## config.mk

```make
export PLATFORM = sky130hd
export DESIGN_NAME = alu_muldiv_seq
export DESIGN_NICKNAME = d
export VERILOG_FILES = /design/src/rtl/alu_muldiv_seq.sv
export SDC_FILE = /design/constraint.sdc
export NUM_CORES = 1
export LEC_CHECK = 0
export CAP_MARGIN = 20
export CORE_MARGIN = 3
export CORE_UTILIZATION = 40
export CTS_BUF_LIST = sky130_fd_sc_hd__clkbuf_4 sky130_fd_sc_hd__clkbuf_8 sky130_fd_sc_hd__clkbuf_16
export CTS_CLUSTER_SIZE = 10
export DETAILED_ROUTE_END_ITERATION = 7
export GPL_ROUTABILITY_DRIVEN = 1
export PLACE_DENSITY = 0.73
export SLEW_MARGIN = 20
export SYNTH_ARGS = -nofsm -noshare
export SYNTH_HDL_FRONTEND = slang
export SYNTH_SLANG_ARGS = --single-unit
export TNS_END_PERCENT = 20
```

## constraint.sdc

```tcl
create_clock -name clk -period 2.8 [get_ports clk]
set_input_delay 0.56 -clock clk [delete_from_list [all_inputs] [get_ports clk]]
set_output_delay 0.56 -clock clk [all_outputs]
set_load 0.005 [all_outputs]
```

## src/rtl/alu_muldiv_seq.sv

```systemverilog
// Iterative HI/LO multiply/divide sequencer driving an external ALU (ADD/SUB).
// Define SIGNED_MULDIV_EN to make MULT/DIV (op[0]=1) signed via a one-cycle FIX state.
module alu_muldiv_seq #(
    parameter int WIDTH = 32
) (
    input  logic             clk,
    input  logic             rst_n,
    input  logic             start_valid,
    output logic             start_ready,
    input  logic [1:0]       op,
    input  logic [WIDTH-1:0] src_a,
    input  logic [WIDTH-1:0] src_b,
    output logic [2:0]       alu_command,
    output logic [WIDTH-1:0] alu_a,
    output logic [WIDTH-1:0] alu_b,
    input  logic [WIDTH-1:0] alu_result,
    input  logic             alu_carryout,
    output logic             done_valid,
    input  logic             done_ready,
    output logic [WIDTH-1:0] hi,
    output logic [WIDTH-1:0] lo,
    output logic             div_by_zero
);
    localparam int CW = (WIDTH > 1) ? $clog2(WIDTH) : 1;

    typedef enum logic [1:0] {IDLE, RUN, FIX, DONE} state_t;

    state_t           state_reg, state_next;
    logic [CW-1:0]    count_reg;
    logic             is_div_reg;
    logic [WIDTH-1:0] acc_reg, acc_next;   // product high half / remainder
    logic [WIDTH-1:0] mpr_reg, mpr_next;   // multiplier-low half / quotient
    logic [WIDTH-1:0] opb_reg;             // multiplicand or divisor
    logic             dbz_reg;
    logic             accept;
    logic             last_step;
    logic             fix_needed;
    logic [WIDTH-1:0] mag_a, mag_b;
    logic [WIDTH-1:0] div_s;
    logic             div_ge;

    assign accept    = start_valid && (state_reg == IDLE);
    assign last_step = (count_reg == CW'(WIDTH - 1));

`ifdef SIGNED_MULDIV_EN
    logic               neg_a, neg_b;
    logic               neg_a_reg, neg_b_reg, signed_reg;
    logic [2*WIDTH-1:0] prod_neg;

    assign neg_a      = op[0] & src_a[WIDTH-1];
    assign neg_b      = op[0] & src_b[WIDTH-1];
    assign mag_a      = neg_a ? -src_a : src_a;
    assign mag_b      = neg_b ? -src_b : src_b;
    assign fix_needed = signed_reg;
    assign prod_neg   = -{acc_reg, mpr_reg};

    always_ff @(posedge clk or negedge rst_n) begin
        if (!rst_n) begin
            neg_a_reg  <= 1'b0;
            neg_b_reg  <= 1'b0;
            signed_reg <= 1'b0;
        end else if (accept) begin
            neg_a_reg  <= neg_a;
            neg_b_reg  <= neg_b;
            signed_reg <= op[0];
        end
    end
`else
    logic unused_op0;

    assign unused_op0 = op[0];
    assign mag_a      = src_a;
    assign mag_b      = src_b;
    assign fix_needed = 1'b0;
`endif

    // Restoring-divide trial: shift next dividend bit into the partial remainder.
    assign div_s  = {acc_reg[WIDTH-2:0], mpr_reg[WIDTH-1]};
    assign div_ge = acc_reg[WIDTH-1] | (div_s >= opb_reg);

    always_ff @(posedge clk or negedge rst_n) begin
        if (!rst_n) begin
            state_reg <= IDLE;
        end else begin
            state_reg <= state_next;
        end
    end

    always_comb begin
        state_next = state_reg;
        case (state_reg)
            IDLE:    if (start_valid) state_next = RUN;
            RUN:     if (last_step) state_next = fix_needed ? FIX : DONE;
            FIX:     state_next = DONE;
            DONE:    if (done_ready) state_next = IDLE;
            default: state_next = IDLE;
        endcase
    end

    always_comb begin
        acc_next = acc_reg;
        mpr_next = mpr_reg;
        case (state_reg)
            IDLE: begin
                if (start_valid) begin
                    acc_next = '0;
                    mpr_next = op[1] ? mag_a : mag_b;
                end
            end
            RUN: begin
                if (is_div_reg) begin
                    acc_next = div_ge ? alu_result : div_s;
                    mpr_next = {mpr_reg[WIDTH-2:0], div_ge};
                end else begin
                    acc_next = {alu_carryout, alu_result[WIDTH-1:1]};
                    mpr_next = {alu_result[0], mpr_reg[WIDTH-1:1]};
                end
            end
`ifdef SIGNED_MULDIV_EN
            FIX: begin
                // Remainder follows the dividend sign; quotient/product follow sign parity.
                if (is_div_reg) begin
                    acc_next = neg_a_reg ? -acc_reg : acc_reg;
                    mpr_next = (neg_a_reg ^ neg_b_reg) ? -mpr_reg : mpr_reg;
                end else if (neg_a_reg ^ neg_b_reg) begin
                    acc_next = prod_neg[2*WIDTH-1:WIDTH];
                    mpr_next = prod_neg[WIDTH-1:0];
                end
            end
`endif
            default: ;
        endcase
    end

    always_ff @(posedge clk or negedge rst_n) begin
        if (!rst_n) begin
            count_reg  <= '0;
            is_div_reg <= 1'b0;
            acc_reg    <= '0;
            mpr_reg    <= '0;
            opb_reg    <= '0;
            dbz_reg    <= 1'b0;
        end else begin
            acc_reg <= acc_next;
            mpr_reg <= mpr_next;
            if (accept) begin
                count_reg  <= '0;
                is_div_reg <= op[1];
                opb_reg    <= op[1] ? mag_b : mag_a;
                dbz_reg    <= op[1] && (src_b == '0);
            end else if (state_reg == RUN) begin
                count_reg <= count_reg + 1'b1;
            end
        end
    end

    always_comb begin
        start_ready = (state_reg == IDLE);
        done_valid  = (state_reg == DONE);
        alu_command = 3'b000;
        alu_a       = '0;
        alu_b       = '0;
        if (state_reg == RUN) begin
            if (is_div_reg) begin
                alu_command = 3'b001;
                alu_a       = div_s;
                alu_b       = opb_reg;
            end else begin
                alu_command = 3'b000;
                alu_a       = acc_reg;
                alu_b       = mpr_reg[0] ? opb_reg : '0;
            end
        end
    end

    assign hi          = acc_reg;
    assign lo          = mpr_reg;
    assign div_by_zero = dbz_reg;

endmodule

```

==> impl_metrics.json, run 1 <==
{
  "synthesis.area_um2": 7590,
  "p_leak_nw": 4.61,
  "syn2layout_area_growth_pct": 41.0,
  "grt_max_degree": 66,
  "reg2reg_depth": 9,
  "max_slew.worst_pin.slew_ns": 0.645,
  "synth_cell_types": 39,
  "powerDensity_nw_per_um2": 1130,
  "clock_path_buffers": 2,
  "boundaryPins": 237,
  "timing.hold.ws_ns": 0.200,
  "clkTransAtPathRegs_ns": 0.07,
  "r2r-end": "lo[0]",
  "relSlewSlack": 0.570,
  "syn_area_per_cell_um2": 8.89,
  "overflow": 0,
  "maxCapViolCount": 0,
  "multi_input_area_um2": 4560,
  "hold_path_class": "input pin to async pin",
  "gp_congestion": 0.862,
  "gr-max-usage-layer": "met2",
  "r2r_slack_ns": 0.14,
  "yosysSeqAreaShare": 0.346,
  "grt_usage": 0.226,
  "core_um2": 18300,
  "ant_nets": 0,
  "drt-initial-drc-count": 523,
  "routedWlPerCell_um": 18.5,
  "nFillCells": 1655,
  "cts_tree": "built",
  "fin_crit_ns": 2.66,
  "grt_pass1_vias": 6659,
  "cp.depth": 6,
  "synth_edf_count": 0,
  "grt_pass1_wl_um": 36900,
  "crit_chain": "inv_2 -> ha_4 -> o21a_1 -> buf_12 -> and2_1 -> clkdlybuf4s50_1",
  "drc": 0,
  "cp-end-kind": "primary output",
  "cts-root-buf": "clkbuf_16",
  "required_ns": 2.24,
  "cp_slowest_cell": "clkdlybuf4s50_1",
  "final_hold_viol_count": 0,
  "rows": 49,
  "die_w_um": 144,
  "drive_gt1_frac": 0.119,
  "preCtsSetupSlack_ns": 0.0235,
  "p_total_mw": 12.1,
  "hpwl_um": 18100,
  "cpPeakStageDelay_ns": 0.55,
  "yosys_warnings": 0,
  "portBuffers": 233,
  "fin_ws_ns": 0.135,
  "critical_path.max_fanout": 32,
  "ys.flop_type": "dfrtp_1",
  "grt_use_met1": 0.331,
  "outcome": "complete, no violations",
  "path_buf_inv": 3,
  "ctsHoldBuffers": 0,
  "slew_violations": 0,
  "setup_violations": 0,
  "seqCellArea_um2": 2630,
  "start_kind": "register",
  "vias": 7012,
  "worstSetupStartpoint": "state_reg[1]",
  "viasPerCell": 5.38,
  "totalWireLength_um": 24100,
  "fp.dieArea_um2": 20700,
  "ys_async_sr_fraction": 1.00,
  "crit_end": "alu_b[20]",
  "cp.arrival_ns": 2.10,
  "die_h_um": 144,
  "cts_buffers": 9,
  "use_met3": 0.0333,
  "clock_skew_ns": 0.0130,
  "postSynthCellCount": 854,
  "r2r-start": "opb_reg[11]",
  "final_nets": 1212,
  "critical_path_class": "register to primary output",
  "htreeDepth": 3,
  "drt-pass1-iter-count": 5,
  "finalCritPeriodShare": 0.952,
  "antenna_found_initial": 0,
  "start_util": 0.415,
  "clock_latency_ns": 0.35,
  "numClockSinks": 105,
  "ys_ff_latch": 105,
  "crit_family": "buffers and inverters",
  "rsz0062_at_grt": "no",
  "use_met2": 0.355,
  "diodes": 0,
  "vdd_drop_max_v": 0.000460,
  "tns_ns": 0,
  "max_freq_mhz": 375
}
cell usage after synthesis (3+ instances only):
| cell type | count | area share |
|---|---|---|
| nor2_1 | 39 | 0.019 |
| nand2_1 | 111 | 0.055 |
| buf_6 | 4 | 0.0059 |
| or4_1 | 3 | 0.0030 |
| dfrtp_1 | 105 | 0.35 |
| nand3_1 | 3 | 0.0020 |
| nor2b_1 | 34 | 0.028 |
| inv_1 | 38 | 0.019 |
| a22oi_1 | 32 | 0.032 |
| nand4_1 | 39 | 0.032 |
| mux2i_1 | 99 | 0.13 |
| mux2_2 | 30 | 0.045 |
| a211oi_1 | 3 | 0.0030 |
| and2_1 | 35 | 0.029 |
| nor4_1 | 6 | 0.0049 |
| a21oi_1 | 44 | 0.029 |
| clkbuf_1 | 52 | 0.026 |
| buf_1 | 12 | 0.0059 |
| ha_1 | 38 | 0.063 |
| o21ai_0 | 71 | 0.047 |
| o211ai_2 | 30 | 0.049 |
| o211ai_1 | 3 | 0.0030 |
worst min path at each step:
stage | from | slack [ns] | end
after floorplan | rst_n | 0.26 | count_reg[0]
after global placement | div_by_zero | 0.46 | div_by_zero
after detailed placement | opb_reg[13] | 0.49 | opb_reg[13]
after CTS | rst_n | 0.20 | lo[29]
after global routing | rst_n | 0.22 | lo[29]
final | rst_n | 0.20 | lo[29]
power breakdown:
part           switching [mW]  internal, mW
Combinational            3.76          3.85
Sequential              0.735          2.25
Clock                   0.585         0.880
Total                    5.08          6.98
what timing repair did:
| action | CTS | global route |
|---|---|---|
| gates resized for setup | 1 | 5 |
| setup endpoints to repair | 4 | 71 |
| hold endpoints to repair | 0 | 0 |
| setup buffers | 0 | 3 |
| cloned | 0 | 1 |
| pin swaps | 0 | 4 |
final cells by class:
class | instances | share of cell area
multi-input cells | 642 | 0.426
clock inverters | 5 | 0.00982
inverters | 38 | 0.0133
flip-flops and latches | 105 | 0.246
well taps | 229 | 0.0268
clock buffers | 10 | 0.0217
repair buffers | 275 | 0.256
worst reg2reg max path: stages (launching register included):
cell	delay (ns)
dfrtp_1	0.39
inv_1	0.07
ha_1	0.30
nand4_1	0.15
or4_1	0.53
a31o_1	0.20
a311o_1	0.36
buf_4	0.15
and3_1	0.19
o31ai_1	0.22
logic make-up after synthesis:
| logic type | synth area share |
|---|---|
| other | 0.000494 |
| adders and majority gates | 0.0627 |
| xor gates and xnor gates | 0.00346 |
| DFF | 0.346 |
| and+or+nand+nor | 0.181 |
| muxes | 0.175 |
| buffers and inverters | 0.0584 |
| AOI/OAI and AO/OA | 0.173 |
per-stage QoR:
stage | util | cells | cell area (um^2)
final | 0.586 | 1304 | 10700
after global routing | 0.586 | 1304 | 10700
after CTS | 0.582 | 1300 | 10600
after detailed placement | 0.564 | 1285 | 10300
after global placement | 0.564 | 1285 | 10300
after floorplan | - | 855 | 7590
layout by cell type, fill, tap and decap left out, types with 6 or more instances in the layout:
cell type          n
dfrtp_1          104
mux2_2            30
nand4_1           39
buf_4             36
nor4_1             6
clkbuf_16         10
o211ai_2          30
nand2_1          110
mux2i_1           99
inv_1             37
nor2_1            39
and2_1            34
nor2b_1           33
o21ai_0           71
a22oi_1           32
a21oi_1           43
ha_1              37
clkdlybuf4s50_1  231
buf_12             6
metal layers:
layer | vias to the layer above | wire length, um | part of all wire
li1 | 3472 | - | -
met1 | 3300 | 11300 | 0.47
met2 | 224 | 11200 | 0.47
met3 | 16 | 1300 | 0.054
met4 | 0 | 271 | 0.011
met5 | - | 0 | 0
Note: power is estimated with default switching activity, not from simulation.
==> run 2: changes to the inputs <==
Clock period 2.8 ns to 2.25 ns, I/O delays scaled along.
==> run 2 against run 1 <==
  * The flow now finishes with violations (negative setup slack)
  * First-iteration DRC count down 5.7%
  * Global-route usage increased by 1.2 points
  * Sequential share of layout area is 1.2 points lower
  * Cell count up 4.5%
  * Routed wire length grew 3.2%
  * Clock skew decreased by 0.0046 ns
  * Clock power grew 18%
  * Total power rose by 33%
  * Die area did not move
  * Critical path type is now register to register
==> impl_metrics.json, run 2 (same netlist as run 1, synthesis figures left out) <==
{
  "slew_violations": 0,
  "max_freq_mhz": 385,
  "r2r_slack_ns": -0.34,
  "setup_violations": 54,
  "syn2layout_area_growth_pct": 48.6,
  "drt-pass1-iter-count": 5,
  "final_cell_area_um2": 11300,
  "clkPwrFrac": 0.108,
  "ctsHoldBuffers": 0,
  "start_kind": "register",
  "clock_skew_ns": 0.00838,
  "grt_pass1_wl_um": 39100,
  "reg2reg_depth": 8,
  "worstSetupStartpoint": "hi[8]",
  "vias": 7376,
  "r2r-end": "hi[8]",
  "antenna_found_initial": 0,
  "totalWireLength_um": 24800,
  "final_common_cell": "clkdlybuf4s50_1",
  "seqCellArea_um2": 2640,
  "fin_ws_ns": -0.344,
  "hpwl_um": 18100,
  "fp.dieArea_um2": 20700,
  "post-route-util": 0.617,
  "r2r-start": "hi[8]",
  "core_um2": 18300,
  "drt-initial-drc-count": 493,
  "final_hold_viol_count": 0,
  "ant_nets": 0,
  "nFillCells": 1643,
  "routedWlPerCell_um": 18.2,
  "power.switching_mw": 6.63,
  "grt_usage": 0.238,
  "max_slew.worst_pin.slew_ns": 0.644,
  "cp-end-kind": "register",
  "tns_ns": -11.15,
  "grt_pass1_vias": 7126,
  "drive_gt1_frac": 0.188,
  "multi_input_area_um2": 4660,
  "required_ns": 2.53,
  "p_leak_nw": 5.22,
  "cts_buffers": 9,
  "preCtsSetupSlack_ns": -0.298,
  "rows": 49,
  "portBuffers": 233,
  "overflow": 0,
  "fin_crit_ns": 2.59,
  "drc": 0,
  "layout_common_cells": "clkdlybuf4s50_1, nand2_1, dfrtp_1",
  "htreeDepth": 3,
  "finalCritPeriodShare": 1.15,
  "die_h_um": 144,
  "final_nets": 1271,
  "rsz0062_at_grt": "yes",
  "clkTransAtPathRegs_ns": 0.08,
  "cts-root-buf": "clkbuf_16",
  "comb_power_share": 0.669,
  "critical_path.max_fanout": 8,
  "vdd_drop_max_v": 0.000632,
  "boundaryPins": 237,
  "cts_tree": "built",
  "hold_path_class": "input pin to async pin",
  "seqPwrFrac": 0.223,
  "critical_path_class": "register to register",
  "p_int_mw": 9.39,
  "cp.arrival_ns": 2.87,
  "clock_path_buffers": 2,
  "timing.hold.ws_ns": 0.130,
  "grt_max_degree": 106,
  "powerDensity_nw_per_um2": 1420,
  "crit_end": "hi[8]",
  "gp_congestion": 0.817,
  "outcome": "finished with violations",
  "diodes": 0,
  "clock_latency_ns": 0.35,
  "swShare": 0.414,
  "numClockSinks": 105,
  "die_w_um": 144,
  "violations": "negative setup slack",
  "maxCapViolCount": 0,
  "start_util": 0.415,
  "place_area_um2": 10800,
  "viasPerCell": 5.41,
  "relSlewSlack": 0.571
}
[run 2: cell count changes in the layout (fill, tap and decap cells not counted), moves of 6 or more]
cell / delta
dlygate4sd2_1: +30
dlymetal6s2s_1: +9
nor2b_1: -8
clkdlybuf4s50_1: -45
nor2b_2: +7
buf_6: +6
buf_4: +48
[run 2: critical path: stages, from the launching register on]
cell and delay, ns:
dfrtp_1 0.40, ha_1 0.30, nand4_1 0.15, or4_4 0.53, a31o_1 0.20, a311o_1 0.38, and2_4 0.22, buf_4 0.20
o211ai_2 0.15
[run 2: metal layers]
layer / GRT usage / up-vias / part of all wire
met5: 0 / - / 0
met4: 0.0743 / 0 / 0.022
met3: 0.0426 / 31 / 0.058
met2: 0.369 / 267 / 0.46
met1: 0.340 / 3480 / 0.46
li1: - / 3598 / -
[run 2: final cells by class]
| class | instances | share of cell area |
|---|---|---|
| Timing Repair Buffer | 334 | 0.287 |
| Clock buffer | 10 | 0.0212 |
| Tap cell | 229 | 0.0254 |
| Multi-Input combinational cell | 642 | 0.413 |
| Clock inverter | 5 | 0.00710 |
| Inverter | 38 | 0.0126 |
| Sequential cell | 105 | 0.234 |
[run 2: power by group through the flow]
stage	Sequential [mW]	Clock [mW]	Combinational, mW
after floorplan	3.59	0	5.48
after global placement	3.54	0	10.1
after detailed placement	3.57	0	10.4
after CTS	3.56	1.77	10.5
after global routing	3.68	1.85	11.9
final	3.56	1.73	10.7
[run 2: stage by stage]
| step | std cells | power (mW) |
|---|---|---|
| floorplan | 855 | 9.07 |
| global placement | 1337 | 13.7 |
| detailed placement | 1337 | 14.0 |
| CTS | 1360 | 15.8 |
| global route | 1363 | 17.4 |
| finish | 1363 | 16.0 |
[run 2: timing repair]
item / in CTS / in global routing
setup endpoints to repair: 98 / 67
cloned: 3 / 2
resized for setup: 67 / 25
pin swaps: 3 / 4
buffers inserted: 5 / 1
[run 2: worst min-delay path by stage]
stage                    to  cells past startpoint        start  slack [ns]
2_1_floorplan  count_reg[0]                      0        rst_n        0.15
3_3_place_gp     opb_reg[1]                      2   opb_reg[1]        0.48
3_5_place_dp    div_by_zero                      2  div_by_zero        0.50
4_1_cts              lo[26]                      2        rst_n        0.19
5_1_grt              lo[28]                      2        rst_n        0.20
6_report             lo[28]                      2        rst_n        0.13
==> run 3: changes to the inputs <==
Settings changed: ABC_AREA from default to 1, GPL_TIMING_DRIVEN from default to 0.
==> run 3 against run 2 <==
  * The flow still finishes with violations (negative setup slack)
  * Clock-buffer cell count increased by 2
  * Fmax increased by 11%
  * Flip-flop and latch count unchanged
  * Synthesized cell count increased by 37%
  * Clock skew increased by 0.0033 ns
  * Setup slack improved by 0.25 ns
  * Sequential share of layout area increased by 0.57 points
  * Critical path depth decreased by 2
  * Sequential power increased by 4%
  * Via count increased by 20%
  * Combinational power decreased by 4%
  * Worst hold slack got worse by 0.065 ns
==> impl_metrics.json, run 3 <==
{
  "crit_end": "alu_b[0]",
  "final_common_cell": "nand2_1",
  "postSynthCellCount": 1169,
  "rows": 49,
  "yosys-top-cells-area": "dfrtp_1, nand2_1, o21ai_0",
  "clkTransAtPathRegs_ns": 0.08,
  "cp.arrival_ns": 1.89,
  "setup_violations": 8,
  "portBuffers": 232,
  "boundaryPins": 237,
  "clock_path_buffers": 2,
  "core_um2": 18400,
  "vias": 8843,
  "syn2layout_area_growth_pct": 44.3,
  "finalCritPeriodShare": 1.04,
  "numClockSinks": 105,
  "fp.dieArea_um2": 20800,
  "nFillCells": 1715,
  "grt_usage": 0.270,
  "fin_crit_ns": 2.34,
  "vdd_drop_max_v": 0.000665,
  "synthesis.area_um2": 7650,
  "tns_ns": -0.280,
  "start_kind": "register",
  "r2r-start": "hi[24]",
  "ant_nets": 0,
  "viasPerCell": 5.30,
  "violations": "negative setup slack",
  "final_hold_viol_count": 0,
  "ys_ff_latch": 105,
  "timing.hold.ws_ns": 0.0648,
  "synth_edf_count": 0,
  "synth_common_cells": "nand2_1, inv_1, o21ai_0",
  "cp-end-kind": "primary output",
  "drt-pass1-iter-count": 6,
  "ys_async_sr_fraction": 1.00,
  "slew_violations": 0,
  "max_freq_mhz": 427,
  "overflow": 0,
  "worstSetupStartpoint": "state_reg[1]",
  "rsz0062_at_grt": "yes",
  "hold_path_class": "input pin to async pin",
  "totalWireLength_um": 29200,
  "routedWlPerCell_um": 17.5,
  "gp_congestion": 0.948,
  "diodes": 0,
  "cts_buffers": 9,
  "hpwl_um": 22200,
  "clock_latency_ns": 0.36,
  "outcome": "finished with violations",
  "final_nets": 1576,
  "cts_tree": "built",
  "die_w_um": 144,
  "max_slew.worst_pin.slew_ns": 0.623,
  "powerDensity_nw_per_um2": 1420,
  "required_ns": 1.80,
  "drc": 0,
  "start_util": 0.416,
  "syn_area_per_cell_um2": 6.55,
  "yosys_warnings": 0,
  "ys.flop_type": "dfrtp_1",
  "cts-root-buf": "clkbuf_16",
  "critical_path.max_fanout": 6,
  "critical_path_class": "register to primary output",
  "antenna_found_initial": 0,
  "grt_max_degree": 65,
  "drive_gt1_frac": 0.125,
  "clock_skew_ns": 0.0117,
  "grt_pass1_vias": 8321,
  "synth_cell_types": 31,
  "r2r_slack_ns": 0.08,
  "r2r-end": "hi[16]",
  "reg2reg_depth": 13,
  "htreeDepth": 3,
  "synth_top_area_cell": "dfrtp_1",
  "relSlewSlack": 0.585,
  "fin_ws_ns": -0.0895,
  "grt_pass1_wl_um": 44400,
  "yosys.cell_count.top_type": "nand2_1",
  "p_leak_nw": 5.56,
  "layout_common_cells": "nand2_1, clkdlybuf4s50_1, inv_1",
  "yosysSeqAreaShare": 0.343,
  "drt-initial-drc-count": 818,
  "synth_top_area_frac": 0.343,
  "maxCapViolCount": 0,
  "die_h_um": 144
}
[run 3: cell types whose count changed after synthesis, moves of 35 or more]
cell / change
nand4_1: -36
nand3_1: +62
o21ai_0: +64
inv_1: +97
and2_1: -35
a21oi_1: +48
nand2_1: +202
nor2_1: +71
mux2i_1: -99
[run 3: final cells by class]
cell class | instances | area (um^2) | share of cell area
buffer | 81 | 584 | 0.0529
clock buffer | 12 | 260 | 0.0236
multi-input combinational | 848 | 4330 | 0.392
sequential | 105 | 2650 | 0.239
tap | 229 | 287 | 0.0259
inverter | 136 | 510 | 0.0462
clock inverter | 4 | 51.3 | 0.00464
timing repair buffer | 254 | 2380 | 0.215
[run 3: stage by stage]
step	area [um^2]	utilization	total power [mW]	setup slack (ns)	cells
6_report	11000	0.601	15.7	-0.0895	1669
5_1_grt	11000	0.601	17.0	-0.130	1669
4_1_cts	10700	0.584	14.9	-0.177	1658
3_5_place_dp	10300	0.559	12.9	-0.793	1632
3_3_place_gp	10300	0.558	12.7	-3.53	1631
2_1_floorplan	7660	-	8.93	0.323	1170
[run 3: what timing repair did]
| action | in CTS | in global routing |
|---|---|---|
| cloned | 3 | 0 |
| resized for setup | 195 | 98 |
| setup buffers | 7 | 11 |
| endpoints found under the setup margin | 65 | 99 |
| hold buffers | 0 | 0 |
| pin swaps | 0 | 1 |
[run 3: worst min-delay path by stage]
stage | depth (start not counted) | slack (ns) | to | start
floorplan | 0 | 0.15 | count_reg[0] | rst_n
global placement | 2 | 0.47 | div_by_zero | div_by_zero
CTS | 1 | 0.1 | lo[8] | rst_n
finish | 1 | 0.06 | lo[8] | rst_n
global route | 1 | 0.11 | lo[8] | rst_n
detailed placement | 1 | 0.48 | lo[8] | rst_n
[run 3: worst max-delay path: stages, from the launching register on]
cell	delay (ns)
dfrtp_1	0.40
inv_2	0.09
ha_4	0.13
buf_6	0.12
o21ai_4	0.11
nor2_2	0.16
clkdlybuf4s50_1	0.53
[run 3: cells by family (layout without fill, tap and decap cells)]
kind of cell | count (synthesis) | in the layout | synth area share
simple gates | 523 | 523 | 0.280
fa+ha+maj | 38 | 38 | 0.0621
compound gates | 285 | 285 | 0.200
buf+inv | 217 | 487 | 0.114
flops | 105 | 105 | 0.343
other cells | 1 | 2 | 0.000490
[run 3: per-layer routing]
layer / vias to the layer above / routed length, um / global-route usage / part of all wire
li1: 4322 / - / - / -
met1: 4110 / 12400 / 0.368 / 0.42
met2: 362 / 14000 / 0.448 / 0.48
met3: 49 / 2200 / 0.0387 / 0.075
met4: 0 / 678 / 0.0810 / 0.023
met5: - / 0 / 0 / 0
[run 3: report_power, final]
part           switching [mW]  internal, mW  total [mW]  leakage, nW
logic                    5.65          4.62        10.3         4.13
clock network           0.761         0.939        1.70        0.152
registers               0.870          2.82        3.69         1.28
total                    7.28          8.38        15.7         5.56
==> edit: new RTL, flow settings as in run 1 <==
Encoding of `state_t`: now one-hot (4 bits for 4 states).
--- a/src/rtl/alu_muldiv_seq.sv
+++ b/src/rtl/alu_muldiv_seq.sv
@@ -25,3 +25,3 @@
 
-    typedef enum logic [1:0] {IDLE, RUN, FIX, DONE} state_t;
+    typedef enum logic [3:0] {IDLE = 4'b0001, RUN = 4'b0010, FIX = 4'b0100, DONE = 4'b1000} state_t;
 
Formal check against the unedited RTL: no difference found for any inputs over 4 cycles, from zero or initial values and one cycle with rst_n low; so few cycles prove little.
==> edit against run 1 <==
Worst setup slack got worse by 31 ps. Utilization up 0.63 points. Count of clock-buffer cells in the layout rose by 2. Final area is 2.6% lower. Clock power fell by 7%. Power shrank 19%. Non-clock buffer count up 5. Routed wire length is 0.26% higher. Sequential cell count grew 1. Register-to-register slack worse by 30 ps. Critical path depth shrank 1. Area after synthesis shrank 3.4%. Highest routed layer unchanged.
==> edit: results (changes against run 1) <==
| Metric | Value |
|---|---|
| Outcome | `finished, final reports clean` |
| DR vias | `7220 (+3.0%)` |
| H-tree levels | `3 (unchanged)` |
| Max rail drop VDD | `558.6 uV (+22%)` |
| Clock Latency Late Sink | `350 ps (about the same)` |
| Primary FF master, synth | `dfrtp_1` |
| Clock Tree Root | `clkbuf_16` |
| Crit Path Max Fanout | `61 (+91%)` |
| Final cell count without fillers | `1275 (-2.2%)` |
| Synth Area in Compound Gates | `17.60% (+0.28 points)` |
| Reg clk slew, reported paths | `70 ps (about the same)` |
| Antenna violations before repair | `0 (unchanged)` |
| Worst Hold Class | `in -> async` |
| Async set or reset register ratio after synthesis | `100.0% (unchanged)` |
| Cell total after placement | `1258 (-2.1%)` |
| Clock skew | `7.454 ps (-5.544 ps)` |
| Register area share after synthesis | `36.20% (+1.6 points)` |
| Yosys synthesis warning count | `0 (unchanged)` |
| Starting DRT DRC Count | `475 (-9.2%)` |
| Final #Nets | `1182 (-2.5%)` |
| Layout cell share with drive strength beyond 1 | `8.000% (-3.9 points)` |
| First-pass GRT wire length | `38810 um (+5.3%)` |
| Largest cells by area after synthesis | `dfrtp_1 (36%), mux2i_1 (17%), o211ai_1 (6.6%)` |
| Maximum buffer depth of the clock tree | `2 (unchanged)` |
| LEAKAGE | `0.004412 uW (-4.4%)` |
| Port bufs | `233 (unchanged)` |
| Postcts setup bufs | `0 (unchanged)` |
| Largest net degree at the start of global routing | `66 (unchanged)` |
| Fill count | `1582 (-4.4%)` |
| Routed WL | `24130 um (+0.26%)` |
| Tot GR Track Use | `23.94% (+1.3 points)` |
| Gpl congestion | `0.8267 (-4.1%)` |
| Psw | `4217 uW (-17%)` |
| Post-detail-place hpwl | `17880 um (-1.1%)` |
| CTS buffer count | `9 (unchanged)` |
| Cts hold-fix bufs | `0 (unchanged)` |
| Diodes inserted | `0 (unchanged)` |
| Initial DRT Pass Iterations | `5 (unchanged)` |
| Mux cell area share after synthesis | `17.34% (-0.17 points)` |
| Main combinational cell family by area after synthesis | `compound AO/OA/AOI/OAI gates` |
| Post-synthesis adder-cell area fraction | `5.803% (-0.46 points)` |
| Vias in the first global route | `7139 (+7.2%)` |
| Xor/xnor share of the synthesized area | `0.3584% (+0.012 points)` |
| Top post-synthesis cells by count | `mux2i_1 (127), dfrtp_1 (105), nand2_1 (79)` |
| Place WS | `-42.67 ps (-66.15 ps)` |
| Mean Syn Cell Area | `8.864 um2 (-0.24%)` |
| Yosys cell types | `42 (+7.7%)` |
| CP arrival | `2140 ps (+40 ps)` |
| Slew Limit Headroom | `51.71% (-5.3 points)` |
-- edit: cell types whose count changed in the layout (fill, tap and decap cells not counted), sizes merged, moves of 31 or more --
| cell | change |
|---|---|
| and2 | -32 |
| nand2 | -32 |
| nand3 | +31 |
| nor2b | -33 |
| nor3 | +31 |
| o211ai | +31 |
-- edit: cell families (layout without fill, tap and decap cells) --
kind of cell / count (synthesis) / in the layout
simple gates: 250 / 250
other cells: 1 / 2
mux: 127 / 127
flops: 106 / 106
compound gates: 195 / 196
xor+xnor: 3 / 3
fa+ha+maj: 34 / 34
buf+inv: 111 / 332
-- edit: layout make-up --
cell class	instances	area, um2	share of cell area [%]
well taps	225	281.5	2.702
clock buffers	12	260.3	2.498
inverters	36	135.1	1.297
multi-input cells	612	4283	41.11
clock inverters	4	57.56	0.5525
repair buffers	280	2743	26.33
flip-flops and latches	106	2658	25.51
-- edit: final timing paths --
check | end | slack [ps] | cells after the start | from
setup / recovery | alu_b[16] | 100 | 5 | state_reg[3]
hold / removal | is_div_reg | 170 | 1 | rst_n
setup reg to reg | hi[1] | 110 | 9 | opb_reg[14]
hold reg to reg | opb_reg[27] | 480 | 2 | opb_reg[27]
max in group asynchronous | state_reg[0] | 1990 | 2 | rst_n
min in group clk | opb_reg[27] | 480 | 2 | opb_reg[27]
-- edit: worst max-delay path: stages (launching register included) --
cell and delay, ps:
dfrtp_1 430, nor2_2 190, nand2_4 80, buf_12 200, nor3_1 310, clkdlybuf4s50_1 570
-- edit: routing by layer --
metal  global-route usage [%]  vias to the layer above  share of wire, %
met5                        0                        -                 0
met4                    5.960                        0               1.6
met3                    5.056                       26               6.0
met2                    36.47                      260                46
met1                    34.89                     3442                47
li1                         -                     3492                 -
-- edit: metrics by stage --
stage / total power, uW / setup TNS [ps] / instance area (um2) / utilization (%)
4_1_cts: 9874 / 0 / 10400 / 59.08
6_report: 9823 / 0 / 10420 / 59.20
5_1_grt: 10620 / 0 / 10420 / 59.20
2_1_floorplan: 5814 / 0 / 7335 / -
3_3_place_gp: 8313 / -1.413 / 10070 / 57.20
3_5_place_dp: 8437 / -216.3 / 10070 / 57.20
-- edit: repair_timing --
action,4_1_cts,5_1_grt
endpoints found under the setup margin,7,40
resized for setup,0,3
gates cloned,1,0
pin swaps,1,0
-- edit: power by group through the flow --
stage | Combinational (uW) | Sequential, uW | Clock, uW
after global placement | 5390 | 2930 | 0
after global routing | 6110 | 3050 | 1460
after floorplan | 3020 | 2800 | 0
after CTS | 5540 | 2930 | 1410
after detailed placement | 5490 | 2950 | 0
final | 5520 | 2930 | 1370
